File: src/rtl/alu_pkg.sv
// Shared opcode encoding for the unsigned ALU and its combinational core.
package alu_pkg;

   typedef enum logic [3:0] {
      OP_ADD   = 4'd0,
      OP_SUB   = 4'd1,
      OP_INC   = 4'd2,
      OP_DEC   = 4'd3,
      OP_CLR   = 4'd4,
      OP_AND   = 4'd5,
      OP_OR    = 4'd6,
      OP_XOR   = 4'd7,
      OP_NOT   = 4'd8,
      OP_NOR   = 4'd9,
      OP_SHL   = 4'd10,
      OP_SHR   = 4'd11,
      OP_ROL   = 4'd12,
      OP_ROR   = 4'd13,
      OP_RSV14 = 4'd14,
      OP_RSV15 = 4'd15
   } alu_op_e;

endpackage

File: src/rtl/alu_core.sv
// Purely combinational ALU evaluation: opcode, A, B -> result plus carry/borrow flags.
module alu_core
   import alu_pkg::*;
#(
   parameter int WIDTH = 4
) (
   input  alu_op_e           opcode,
   input  logic [WIDTH-1:0]  A,
   input  logic [WIDTH-1:0]  B,
   output logic [WIDTH-1:0]  result,
   output logic              ovf,
   output logic              unf
);

   localparam logic [WIDTH-1:0] ONE = {{(WIDTH-1){1'b0}}, 1'b1};

   // Extra bit captures the carry out of the MSB for ADD.
   logic [WIDTH:0] sum_ext;
   assign sum_ext = {1'b0, A} + {1'b0, B};

   always_comb begin
      result = '0;
      ovf    = 1'b0;
      unf    = 1'b0;
      case (opcode)
         OP_ADD: {ovf, result} = sum_ext;
         OP_SUB: begin
            result = A - B;
            unf    = (A < B);
         end
         OP_INC: begin
            result = A + ONE;
            ovf    = &A;
         end
         OP_DEC: begin
            result = A - ONE;
            unf    = ~|A;
         end
         OP_CLR: result = '0;
         OP_AND: result = A & B;
         OP_OR:  result = A | B;
         OP_XOR: result = A ^ B;
         OP_NOT: result = ~A;
         OP_NOR: result = ~(A | B);
         OP_SHL: result = {A[WIDTH-2:0], 1'b0};
         OP_SHR: result = {1'b0, A[WIDTH-1:1]};
         OP_ROL: result = {A[WIDTH-2:0], A[WIDTH-1]};
         OP_ROR: result = {A[0], A[WIDTH-1:1]};
         default: result = '0;
      endcase
   end

endmodule

File: src/rtl/alu.sv
// Unsigned ALU with registered result and flags, loaded only while set is high.
module alu
   import alu_pkg::*;
#(
   parameter int WIDTH = 4
) (
   input  logic              clk,
   input  logic              reset,
   input  logic [3:0]        opcode,
   input  logic              set,
   input  logic [WIDTH-1:0]  A,
   input  logic [WIDTH-1:0]  B,
   output logic [WIDTH-1:0]  out,
   output logic              overflow,
   output logic              underflow
);

   logic [WIDTH-1:0] result_next;
   logic             ovf_next;
   logic             unf_next;

   logic [WIDTH-1:0] out_reg;
   logic             overflow_reg;
   logic             underflow_reg;

   alu_core #(.WIDTH(WIDTH)) u_core (
      .opcode (alu_op_e'(opcode)),
      .A      (A),
      .B      (B),
      .result (result_next),
      .ovf    (ovf_next),
      .unf    (unf_next)
   );

   // Flags are rewritten on every load so they never stick across operations.
   always_ff @(posedge clk or negedge reset) begin
      if (!reset) begin
         out_reg       <= '0;
         overflow_reg  <= 1'b0;
         underflow_reg <= 1'b0;
      end else if (set) begin
         out_reg       <= result_next;
         overflow_reg  <= ovf_next;
         underflow_reg <= unf_next;
      end
   end

   assign out       = out_reg;
   assign overflow  = overflow_reg;
   assign underflow = underflow_reg;

endmodule

File: config.mk
export PLATFORM = sky130hd
export DESIGN_NAME = alu
export DESIGN_NICKNAME = d
export VERILOG_FILES = /design/src/rtl/alu_pkg.sv /design/src/rtl/alu_core.sv /design/src/rtl/alu.sv
export SDC_FILE = /design/constraint.sdc
export NUM_CORES = 1
export LEC_CHECK = 0
export CAP_MARGIN = 20
export CORE_AREA = 2 2 46 48
export DETAILED_ROUTE_END_ITERATION = 7
export DIE_AREA = 0 0 48 50
export DONT_BUFFER_PORTS = 1
export PLACE_DENSITY = 0.7
export SETUP_SLACK_MARGIN = 0.1
export SLEW_MARGIN = 20
export SYNTH_ARGS = -nofsm -noshare
export SYNTH_HDL_FRONTEND = slang
export SYNTH_SLANG_ARGS = --single-unit
File: constraint.sdc
create_clock -name clk -period 1.8 [get_ports clk]
set_input_delay 0.27 -clock clk [delete_from_list [all_inputs] [get_ports clk]]
set_output_delay 0.27 -clock clk [all_outputs]
set_load 0.01 [all_outputs]
==> results.md <==
### GRT
* 1,030 — number of global-route vias before repair
* 23 — maximum number of pins on one net before global-route repair
* 0 — initial antenna violation count
* 0 — total global routing overflow
* 4250 um — wire length of the first global-routing pass
* 0.240 — global router's overall resource usage

### STA
* no — unrepaired setup endpoints after global routing
* 0.233 ns — final worst setup slack
* 1.57 ns — final critical delay including setup and external delays
* 0 — number of max-slew violations in the final report
* 0.481 ns — actual slew at the worst max-slew pin
* 638 MHz — achievable frequency
* 0 ns — Layout Skew
* 0.870 — final worst path period share
* 0 — hold violation total from the final report
* 0 ns — summed negative setup slack over all endpoints
* 0.676 — max_slew headroom
* 0 — count of endpoints failing setup in the final report

### Drt
* 0 — number of DRC violations after detailed routing
* 4 — total iterations of the first detailed-routing run
* 6.09 — detail-routed via count per cell
* 33 — violation count after the first detailed-route iteration
* 1,017 — vias post-DR
* 0 — antenna-violating nets left
* 2500 um — total length of routed wires
* 15.0 um — final routed wire length divided by cell count

### Floorplan
* 48 um — Die Width
* 1900 sq um — core area
* 2400 sq um — total die area
* 50 um — floorplan die height
* 16 — Cell Rows
* 0.582 — initial cell density of the core
* 21 — total I/O pin count

### Finish
* 0 — count of antenna diodes in the layout
* 0.597 — Final Core Density
* 2.60% — synth-to-layout area growth
* 172 — count of nets after finishing
* 0.100 — share of layout cells above drive strength 1
* 4 — max reg flops

### Worst setup path
* in2reg — kind of critical path
* 0.71 ns — reg2reg setup slack
* fa_2 — slowest CP cell
* inv_1, ha_1, fa_2, o21ai_0, a32o_1, nor4_1, o22ai_1 — cell-by-cell listing of the critical path
* 0.52 ns — crit-path max cell delay
* input pin — CP startpoint kind
* 9 — Critical Path Fanout Max
* adder cells — delay-heaviest family, CP
* 1.67 ns — Critical Path AT
* out[2] — R2R Path Start
* out[2] — RR Endpoint
* 1.90 ns — Worst EP required
* 4 — number of cell instances on the worst register-to-register path
* 1 — Bufs and invs on worst path
* register — type of element capturing the critical path
* A[0] — Worst setup startpoint

### Power
* 0.334 — fraction of power consumed by sequential logic
* 0.491 mW — Power, Total
* 0.339 — switching share of total power
* 0.166 mW — Switching Power
* 0.497 nW — leakage power total
* 0.411 — share of total power in combinational logic
* 0.225 mV — worst voltage drop across the vdd grid
* 432 nW/um^2 — power density cells
* 0.324 mW — total internal power
* 0.255 — clock network fraction of design power

### Clocking
* clkbuf_4 — clock root buffer master
* 0 — postcts setup bufs
* 0.04 ns — Worst-path clk slew
* 2 — number of buffers between clock root and the deepest sink
* 3 — number of buffers created by CTS
* yes — TritonCTS clock tree
* 1 — level count of the clock H-tree
* 0.25 ns — clock latency of the later-clocked register in the worst-skew pair
* 6 — number of sinks driven by the clock tree

### Logic synthesis
* 142 — Post-Syn Instances
* 0.147 — Yosys top cell area share
* 172 — number of nets produced by synthesis
* 0.136 — share of synthesized area occupied by flip-flops and latches
* ha_1, dfrtp_1, inv_1, a21oi_1, xnor2_1 — dominant cells by area after synthesis
* 1110 sq um — Mapped Area
* 6 — post-synthesis sequential element count
* dfrtp_1 — Synth Flop Type
* 0 — Post-synth EDFFs
* 7.80 sq um — mean instance size in the synthesized netlist
* 45 — number of distinct library cells after synthesis
* 1.00 — async set-or-reset flop fraction in the synthesized netlist
* 0 — number of warning messages in the yosys log
* ha_1 — cell taking the most area after synthesis

### Hold path
* out[0] — endpoint with the worst hold slack
* set — worst hold start
* 1 — number of cells traversed by the worst hold path
* in2reg — worst hold path type

### Placed design
* 0 — count of input and output buffers
* 0.000903 ns — worst slack, placed
* 0.829 — final weighted congestion of routability-driven global placement
* 1990 um — DPL Wire Length

### Outcome
* completed — status

### Job
* 0 — count of max-cap constraint violations

==> area by class of cell <==
| type | count | area, sq um |
|---|---|---|
| tap | 27 | 33.8 |
| multi-input combinational | 111 | 837 |
| clock buffer | 3 | 22.5 |
| timing repair buffer | 4 | 32.5 |
| sequential | 6 | 150 |
| inverter | 16 | 60.1 |
| fill | 178 | 766 |
==> metrics by stage <==
step / hold WS [ns] / area (sq um) / instances
final: 0.128 / 1140 / 167
after global routing: 0.131 / 1140 / 167
after CTS: 0.126 / 1130 / 167
after detailed placement: -0.0255 / 1100 / 163
after global placement: -0.0255 / 1100 / 163
after floorplan: -0.0256 / 1120 / 142
==> worst reg2reg max path, stage by stage, from the launching register on <==
cell      delay [ns]
dfrtp_1         0.41
nand2b_1        0.11
o21ai_0         0.10
a311oi_2        0.20
a32oi_1         0.13
==> cell usage after synthesis (all sizes together), types with 2 or more instances <==
| cell | instances |
|---|---|
| a211oi | 2 |
| a21oi | 10 |
| a31oi | 2 |
| a32o | 3 |
| a32oi | 2 |
| buf | 8 |
| dfrtp | 6 |
| fa | 2 |
| ha | 13 |
| inv | 16 |
| nand2 | 9 |
| nand2b | 3 |
| nand3 | 7 |
| nor2 | 9 |
| nor2b | 2 |
| nor3 | 3 |
| nor3b | 4 |
| nor4 | 2 |
| o21ai | 7 |
| o221ai | 2 |
| o22ai | 5 |
| xnor2 | 5 |
| xor2 | 2 |
==> worst max path at each step <==
stage	end	slack, ns	depth (start not counted)
6_report	out[1]	0.23	7
5_1_grt	out[2]	0.18	8
4_1_cts	out[1]	0.25	7
3_5_place_dp	out[1]	0.0009	7
3_3_place_gp	out[1]	-0.01	7
2_1_floorplan	out[1]	-0.03	9
==> what timing repair did <==
item                                    in CTS  in global routing
endpoints found under the hold margin        6                  0
hold buffers                                 1                  0
endpoints found under the setup margin       0                  1
resized for setup                            0                  1
==> power by group through the flow <==
| stage | sequential, mW | clock (mW) | combinational (mW) |
|---|---|---|---|
| finish | 0.164 | 0.125 | 0.202 |
| global route | 0.168 | 0.134 | 0.228 |
| CTS | 0.164 | 0.127 | 0.198 |
| detailed placement | 0.166 | 0 | 0.193 |
| global placement | 0.166 | 0 | 0.193 |
| floorplan | 0.165 | 0 | 0.188 |
==> per-layer routing <==
layer,share of wire,track usage,up-vias
met5,0,0,-
met4,0.026,0.135,0
met3,0.056,0.0293,7
met2,0.48,0.371,43
met1,0.43,0.306,453
li1,-,-,514
==> cell usage in the layout (no fill, tap or decap), types with 2 or more instances in the layout <==
master,count
o22ai_1,5
a21oi_1,10
nand2b_1,3
nor3_1,3
clkbuf_4,3
xor2_1,2
nor3b_1,4
o21ai_0,6
ha_1,13
a31oi_1,2
xnor2_1,5
dfrtp_1,6
a32o_1,3
nor4_1,2
nor2b_1,2
a32oi_1,2
nand3_1,7
nand2_1,9
o221ai_1,2
inv_1,15
a211oi_1,2
nor2_1,8
buf_4,3
==> cells by family after synthesis <==
logic type / count (synthesis) / synth area share
AND/OR/NAND/NOR: 44 / 0.215
AO/OA/AOI/OAI: 43 / 0.269
buffers and inverters: 25 / 0.123
adder cells (fa/ha/maj): 15 / 0.183
XOR/XNOR: 7 / 0.0554
flip-flops: 6 / 0.136
multiplexers: 2 / 0.0192
Note: power is estimated with default switching activity, not from simulation.
